$ cat src/rtl/led_pattern_sched.sv
// ============================================================================
// Module   : led_pattern_sched
// Purpose  : 4-LED shift-display sequencer: step prescaler, mode button
//            debouncer and pattern mode FSM. LED_ACTIVE_LOW_EN inverts led.
// Revision : 1.0 - initial release
// ============================================================================
`default_nettype none

module led_pattern_sched #(
  parameter int STEP_DIV   = 2700000,
  parameter int DEB_CYCLES = 270000,
  parameter int NLED       = 4
) (
  input  logic            clk,
  input  logic            rst,
  input  logic            btn_mode,
  input  logic            run,
  output logic [NLED-1:0] led,
  output logic [1:0]      mode,
  output logic            step_tick
);

  localparam int CW = (STEP_DIV > 1) ? $clog2(STEP_DIV) : 1;
  localparam int DW = $clog2(DEB_CYCLES + 1);
  localparam logic [CW-1:0] CNT_LAST = CW'(STEP_DIV - 1);
  localparam logic [DW-1:0] DEB_LAST = DW'(DEB_CYCLES);

  typedef enum logic [1:0] {
    JOHNSON_L = 2'd0,
    JOHNSON_R = 2'd1,
    BOUNCE    = 2'd2,
    HOLD      = 2'd3
  } mode_e;

  mode_e           mode_q, mode_d;
  logic [CW-1:0]   cnt_q, cnt_d;
  logic [DW-1:0]   deb_cnt_q, deb_cnt_d;
  logic [NLED-1:0] led_q, led_d;
  logic            sync1_q, sync2_q;
  logic            deb_q, deb_d;
  logic            dir_up_q, dir_up_d;
  logic            tick_q, tick_d;
  logic            mode_adv;
  logic            step;

  always_ff @(posedge clk) begin
    if (rst) begin
      mode_q    <= JOHNSON_L;
      cnt_q     <= '0;
      deb_cnt_q <= '0;
      led_q     <= '0;
      sync1_q   <= 1'b0;
      sync2_q   <= 1'b0;
      deb_q     <= 1'b0;
      dir_up_q  <= 1'b1;
      tick_q    <= 1'b0;
    end else begin
      mode_q    <= mode_d;
      cnt_q     <= cnt_d;
      deb_cnt_q <= deb_cnt_d;
      led_q     <= led_d;
      sync1_q   <= btn_mode;
      sync2_q   <= sync1_q;
      deb_q     <= deb_d;
      dir_up_q  <= dir_up_d;
      tick_q    <= tick_d;
    end
  end

  // The counter only runs while the sample disagrees with the accepted level.
  always_comb begin
    deb_d     = deb_q;
    deb_cnt_d = '0;
    mode_adv  = 1'b0;
    if (sync2_q != deb_q) begin
      if (deb_cnt_q == DEB_LAST) begin
        deb_d    = sync2_q;
        mode_adv = sync2_q;
      end else begin
        deb_cnt_d = deb_cnt_q + DW'(1);
      end
    end
  end

  always_comb begin
    mode_d = mode_q;
    if (mode_adv) begin
      case (mode_q)
        JOHNSON_L: mode_d = JOHNSON_R;
        JOHNSON_R: mode_d = BOUNCE;
        BOUNCE:    mode_d = HOLD;
        default:   mode_d = JOHNSON_L;
      endcase
    end
  end

  // A mode change in the step cycle swallows that step.
  assign step = (cnt_q == CNT_LAST) && run && !mode_adv;

  always_comb begin
    cnt_d    = (cnt_q == CNT_LAST) ? '0 : cnt_q + CW'(1);
    led_d    = led_q;
    dir_up_d = dir_up_q;
    tick_d   = step;
    if (mode_adv) begin
      cnt_d = '0;
      if (mode_d != HOLD) begin
        led_d    = '0;
        dir_up_d = 1'b1;
      end
    end else if (step) begin
      case (mode_q)
        JOHNSON_L: led_d = {led_q[NLED-2:0], ~led_q[NLED-1]};
        JOHNSON_R: led_d = {~led_q[0], led_q[NLED-1:1]};
        BOUNCE: begin
          if (led_q == '0) begin
            led_d    = NLED'(1);
            dir_up_d = 1'b1;
          end else if (dir_up_q && led_q[NLED-1]) begin
            dir_up_d = 1'b0;
            led_d    = led_q >> 1;
          end else if (!dir_up_q && led_q[0]) begin
            dir_up_d = 1'b1;
            led_d    = led_q << 1;
          end else if (dir_up_q) begin
            led_d = led_q << 1;
          end else begin
            led_d = led_q >> 1;
          end
        end
        default: led_d = led_q;
      endcase
    end
  end

`ifdef LED_ACTIVE_LOW_EN
  assign led = ~led_q;
`else
  assign led = led_q;
`endif
  assign mode      = mode_q;
  assign step_tick = tick_q;

endmodule

`default_nettype wire

$ cat config.mk
export PLATFORM = sky130hd
export DESIGN_NAME = led_pattern_sched
export DESIGN_NICKNAME = d
export VERILOG_FILES = /design/src/rtl/led_pattern_sched.sv
export SDC_FILE = /design/constraint.sdc
export NUM_CORES = 1
export LEC_CHECK = 0
export BUFFER_PORTS_ARGS = -buffer_cell sky130_fd_sc_hd__buf_2
export CORE_MARGIN = 10
export CORE_UTILIZATION = 54
export CTS_BUF_LIST = sky130_fd_sc_hd__clkbuf_4 sky130_fd_sc_hd__clkbuf_8 sky130_fd_sc_hd__clkbuf_16
export DETAILED_ROUTE_END_ITERATION = 10
export PLACE_DENSITY = 0.71
export SLEW_MARGIN = 20
export SYNTH_ARGS = -nofsm -noshare
export SYNTH_HDL_FRONTEND = slang
export SYNTH_SLANG_ARGS = --single-unit
$ cat constraint.sdc
create_clock -name clk -period 2.3 [get_ports clk]
set_input_delay 0.46 -clock clk [delete_from_list [all_inputs] [get_ports clk]]
set_output_delay 0.46 -clock clk [all_outputs]
set_load 0.1 [all_outputs]
==> results of run 1 <==
[layer usage]
metal  part of all wire [%]  GRT usage, %
met1                     49         15.62
met2                     46         21.03
met3                    4.3         3.064
met4                   0.89         3.913
met5                      0             0
[cell usage in the layout, fill, tap and decap left out, types with 4 or more instances in the layout]
cell type   n
ha_1        6
nor2b_1     6
inv_1      11
dfxtp_1    50
mux2i_1     7
nor3_1      8
buf_2      10
o21ai_0     4
and4_1      4
nor2_1     53
nand2_1    20
nor4_1      4
xnor2_1    24
nand4_1     7
and3_1      4
nand3_1    14
clkbuf_8    6
xor2_1     14
[synth_stat cells, drive strengths merged, types with 2 or more instances]
cell     number  area, um^2
ha            6       75.07
nor2b         6       37.54
or4           2       18.77
inv          11       41.29
xnor2        24       210.2
clkbuf        2       7.510
nand2        20       75.07
and4          4       35.03
o2111ai       2       35.04
o21ai         4       20.02
dfxtp        52        1041
or2           3       18.77
nand3        15       80.08
xor2         14       122.6
nand4         7       43.79
nor2         53       198.9
and3          5       32.53
and2          5       33.78
a32oi         3       26.28
nor4          6       58.80
a21oi         2       10.01
nor3          8       40.04
mux2i         7       70.07
buf           4       37.53
[logic make-up after synthesis]
kind of cell               Yosys count  share of synthesized area [%]
muxes                                8                          3.263
DFF                                 52                          41.77
xor gates and xnor gates            38                          13.35
adders and majority gates            6                          3.012
and+or+nand+nor                    141                          29.57
buffers and inverters               17                          3.464
AOI/OAI and AO/OA                   17                          5.573
[critical path: cells and delay by family (launching register included)]
family,cells,cell delay [ns]
AND/OR/NAND/NOR,5,1.20
flip-flops,1,0.35
buffers and inverters,2,0.32
adder cells (fa/ha/maj),1,0.13
[how the worst max path moves through the flow]
stage	end	slack, ns
5_1_grt	cnt_q[13]$_SDFF_PP0_	0.03
6_report	cnt_q[5]$_SDFF_PP0_	0.20
3_3_place_gp	cnt_q[4]$_SDFF_PP0_	0.23
4_1_cts	cnt_q[17]$_SDFF_PP0_	0.18
3_5_place_dp	cnt_q[5]$_SDFF_PP0_	0.19
2_1_floorplan	dir_up_q$_SDFFE_PP1P_	0.18
[through the flow]
stage | std cells | worst slack [ns]
6_report | 346 | 0.2003
5_1_grt | 346 | 0.02526
4_1_cts | 346 | 0.1815
3_5_place_dp | 338 | 0.1903
3_3_place_gp | 338 | 0.2329
2_1_floorplan | 279 | 0.1846
[sequential cells by signal, summed over array words and instances, names as in the netlist]
register,cells
led,4
sync2_q,1
deb_q,1
cnt_q,22
step_tick,1
dir_up_q,1
sync1_q,1
mode,2
deb_cnt_q,19
[area by class of cell]
| cell class | instances | area [um^2] | area share (%) |
|---|---|---|---|
| clock buffer | 6 | 82.58 | 3.034 |
| clock inverter | 2 | 38.79 | 1.425 |
| inverter | 11 | 41.29 | 1.517 |
| multi-input combinational | 210 | 1365 | 50.16 |
| sequential | 52 | 1044 | 38.34 |
| tap | 52 | 65.06 | 2.391 |
| timing repair buffer | 13 | 85.08 | 3.126 |
[power breakdown]
part	leakage, nW	switching (mW)	internal (mW)
Combinational	0.464	0.0211	0.0137
Sequential	0.421	0.00539	0.906
Clock	0.0614	0.295	0.356
==> flow_metrics.tcl, run 1 <==
set metrics [dict create \
    status "completed" \
    fmax_mhz 476.3 \
    hold_start "btn_mode" \
    irDropWorstVdd_v 0.0003736 \
    viasPerCell 5.393 \
    crit_path_end_kind "flip-flop" \
    cp.required_ns 2.49 \
    ys.flop_type "dfxtp_1" \
    hold_end "sync1_q$_SDFF_PP0_" \
    ys_seq_area_share_pct 41.77 \
    routabilityCongestion 0.8832 \
    first_pass_iters 4 \
    final_cell_area_um2 2721 \
    wire_per_inst_um 13.04 \
    cts_tree "yes" \
    startpoint "deb_cnt_q[0]$_SDFF_PP0_" \
    r2r_cells 8 \
    fin_crit_ns 2.100 \
    cts_resized 0 \
    globalRouteOverflowTotal 0 \
    max_stage_delay_ns 0.46 \
    grt_pass1_vias 1811 \
    worstSetupStartpointType "flip-flop" \
    tightest_slew_ns 0.5588 \
    drc 0 \
    setup_tns_ns 0 \
    grt_usage_pct 12.62 \
    drive_above_1_share_pct 12.59 \
    worst_path_max_delay_cell "or4b_4" \
    clk_pin_slew_ns 0.10 \
    die_w_um 87.94 \
    syn-num-nets 289 \
    clockRootBuffer "clkbuf_8" \
    clock-skew-final_ns 0.01152 \
    portBuffers 10 \
    postCtsHoldBufs 0 \
    finish.utilization_pct 61.65 \
    path_cells "inv_1, ha_1, or4b_4, nor4_4, nand3_2, nand2_1, buf_4, nor2_1" \
    core_um2 4414 \
    powerDensity_nw_per_um2 586.8 \
    die_h_um 87.94 \
    hp-class "primary input to flip-flop" \
    drv_slew 0 \
    synth.distinct_cells 47 \
    holdPathStages 2 \
    setup_viol 0 \
    synth_edf_count 0 \
    hold_violations 0 \
    worstReg2RegStart "deb_cnt_q[0]$_SDFF_PP0_" \
    ys_warn_count 0 \
    synth_area_um2 2492 \
    rsz0062_at_grt "false" \
    cts_buffer_depth 2 \
    dpl.hpwl_um 3253 \
    syn_to_final_growth_pct 9.187 \
    crit_type "flip-flop to flip-flop" \
    synth_cells 279 \
    critPathMaxFanout 21 \
    grt_start_max_net_pins 22 \
    ys_ff_latch 52 \
    fillers 407 \
    fin_crit_sh_pct 91.29 \
    relSlewSlack_pct 62.41 \
    die_area_um2 7733 \
    diodes 0 \
    power.leakage_nw 0.9467 \
    r2r_end "cnt_q[5]$_SDFF_PP0_" \
    ff2ff_setup_slack_ns 0.20 \
    clk_latency_ns 0.30 \
    first_iter_violations 55 \
    async_reset_ff_share_pct 0 \
    grt_pass1_wl_um 8066 \
    arrival_ns 2.29 \
    post-cts-setup-buffers 0 \
    htreeDepth 2 \
    ios 11 \
    nets 303 \
    whs_ns 0.3586 \
    cts_made_buffers 5 \
    finalPower_mw 1.597 \
    syn-mean-instance-area_um2 8.933 \
    totalWireLength_um 4512 \
    vias 1866 \
    max-cap-violations 0 \
    drtAntennaViolNets 0 \
    clkSinkCount 52 \
    rows 24 \
    place_area_um2 2600 \
    start_util_pct 56.46 \
    antenna_found_initial 0 \
]
No activity file was read; power rests on OpenSTA's default activity.
==> run 2: changes to the inputs <==
CORE_UTILIZATION = 60   (was 54)
PLACE_DENSITY = 0.78   (was 0.71)
SLEW_MARGIN = not set   (was 20)
==> run 2 against run 1 <==
  * Count of clock-buffer cells in the layout rose by 1
  * Worst hold slack improved by 0.027 ns
  * Critical path depth fell by 1
  * Sequential power barely moved
  * First-iteration DRC count rose by 24%
  * Routed wire length fell by 4.1%
  * Critical path type unchanged
==> flow_metrics.tcl, run 2 (synthesized netlist as in run 1, its figures left out) <==
set metrics [dict create \
    status "completed" \
    dpl.cell_count 336 \
    die_h_um 84.45 \
    largest_reg_flops 22 \
    grt_usage_pct 12.55 \
    hp-class "primary input to flip-flop" \
    tightest_slew_ns 0.6006 \
    r2r_end "dir_up_q$_SDFFE_PP1P_" \
    crit_path_end_kind "flip-flop" \
    setup_viol 0 \
    start_util_pct 62.31 \
    clkSinkCount 52 \
    totalWireLength_um 4325 \
    drtAntennaViolNets 0 \
    clk_pin_slew_ns 0.09 \
    drive_above_1_share_pct 12.29 \
    crit_type "flip-flop to flip-flop" \
    portBuffers 10 \
    vias 1864 \
    finalPower_mw 1.487 \
    powerDensity_nw_per_um2 547.9 \
    viasPerCell 5.434 \
    nets 303 \
    drc 0 \
    antenna_found_initial 0 \
    core_um2 4000 \
    clk_latency_ns 0.30 \
    ff2ff_setup_slack_ns 0.22 \
    die_area_um2 7132 \
    clock-skew-final_ns 0.01128 \
    cts_buffer_depth 2 \
    power.leakage_nw 0.9403 \
    die_w_um 84.45 \
    drv_slew 0 \
    critical_path.endpoint "dir_up_q$_SDFFE_PP1P_" \
    grt_pass1_vias 1724 \
    max_stage_delay_ns 0.46 \
    final_common_cell "nor2_1" \
    dpl.hpwl_um 3180 \
    grt_pass1_wl_um 7686 \
    ios 11 \
    rsz0062_at_grt "false" \
    worst_path_max_delay_cell "or4b_4" \
    first_pass_iters 4 \
    wire_per_inst_um 12.61 \
    fin_crit_ns 2.076 \
    place_area_um2 2610 \
    final_cell_area_um2 2714 \
    worstSetupStartpointType "flip-flop" \
    grt_start_max_net_pins 22 \
    first_iter_violations 68 \
    layout_common_cells "nor2_1 (53), dfxtp_1 (50), xnor2_1 (24)" \
    globalRouteOverflowTotal 0 \
    cts_tree "yes" \
    rows 23 \
    diodes 0 \
    finish.utilization_pct 67.84 \
    cp.required_ns 2.54 \
    fmax_mhz 481.8 \
    relSlewSlack_pct 59.59 \
    routabilityCongestion 0.8044 \
    path_cells "inv_1, ha_1, or4b_4, nor4_4, a41oi_1, and2_0, mux2i_1" \
    fin_crit_sh_pct 90.24 \
    r2r_cells 7 \
    critPathMaxFanout 5 \
    cts_made_buffers 5 \
    htreeDepth 2 \
    clockRootBuffer "clkbuf_8" \
    hold_violations 0 \
    irDropWorstVdd_v 0.0004303 \
    startpoint "deb_cnt_q[0]$_SDFF_PP0_" \
    regMostFlops "cnt_q" \
    worstReg2RegStart "deb_cnt_q[0]$_SDFF_PP0_" \
    fin_cells 343 \
    syn_to_final_growth_pct 8.885 \
    max-cap-violations 0 \
    setup_tns_ns 0 \
    arrival_ns 2.31 \
]
[run 2: area by class of cell]
class | count | area (um^2)
Clock buffer | 7 | 96.34
Inverter | 11 | 41.29
Sequential cell | 52 | 1044
Fill cell | 318 | 1286
Tap cell | 50 | 62.56
Multi-Input combinational cell | 210 | 1373
Timing Repair Buffer | 13 | 97.59
[run 2: critical path: cells and delay by family, from the launching register on]
| family | cells | cell delay [ns] |
|---|---|---|
| compound gates | 1 | 0.29 |
| fa+ha+maj | 1 | 0.12 |
| buf+inv | 1 | 0.07 |
| flops | 1 | 0.35 |
| mux | 1 | 0.12 |
| simple gates | 3 | 1.07 |
[run 2: per-stage QoR]
stage	hold slack, ns	setup WS (ns)
after floorplan	0.4138	0.1846
after global placement	0.4188	0.2877
after detailed placement	0.4327	0.2008
after CTS	0.3718	0.1780
after global routing	0.3581	0.05145
final	0.3860	0.2244
[run 2: metal layers]
| metal | vias up | share of wire, % | track usage (%) |
|---|---|---|---|
| met2 | 24 | 45 | 19.92 |
| met3 | 5 | 3.8 | 4.058 |
| li1 | 975 | - | - |
| met5 | - | 0 | 0 |
| met4 | 0 | 1.3 | 4.491 |
| met1 | 860 | 49 | 15.52 |
[run 2: how the worst min path moves through the flow]
stage	slack [ns]	cells after the start	endpoint	start
after floorplan	0.41	1	sync2_q$_SDFF_PP0_	sync1_q$_SDFF_PP0_
after global placement	0.42	1	sync2_q$_SDFF_PP0_	sync1_q$_SDFF_PP0_
after detailed placement	0.43	1	sync2_q$_SDFF_PP0_	sync1_q$_SDFF_PP0_
after CTS	0.37	2	sync1_q$_SDFF_PP0_	btn_mode
after global routing	0.36	2	sync1_q$_SDFF_PP0_	btn_mode
final	0.39	2	sync1_q$_SDFF_PP0_	btn_mode
[run 2: repair_timing]
item	4_1_cts	5_1_grt
hold buffers	0	0
endpoints found under the setup margin	0	1
buffers inserted	0	0
resized for setup	0	1
[run 2: report_power, final]
part / switching, mW / total, mW / internal (mW)
Clock: 0.271 / 0.539 / 0.268
Combinational: 0.0209 / 0.0365 / 0.0156
Sequential: 0.00547 / 0.911 / 0.906
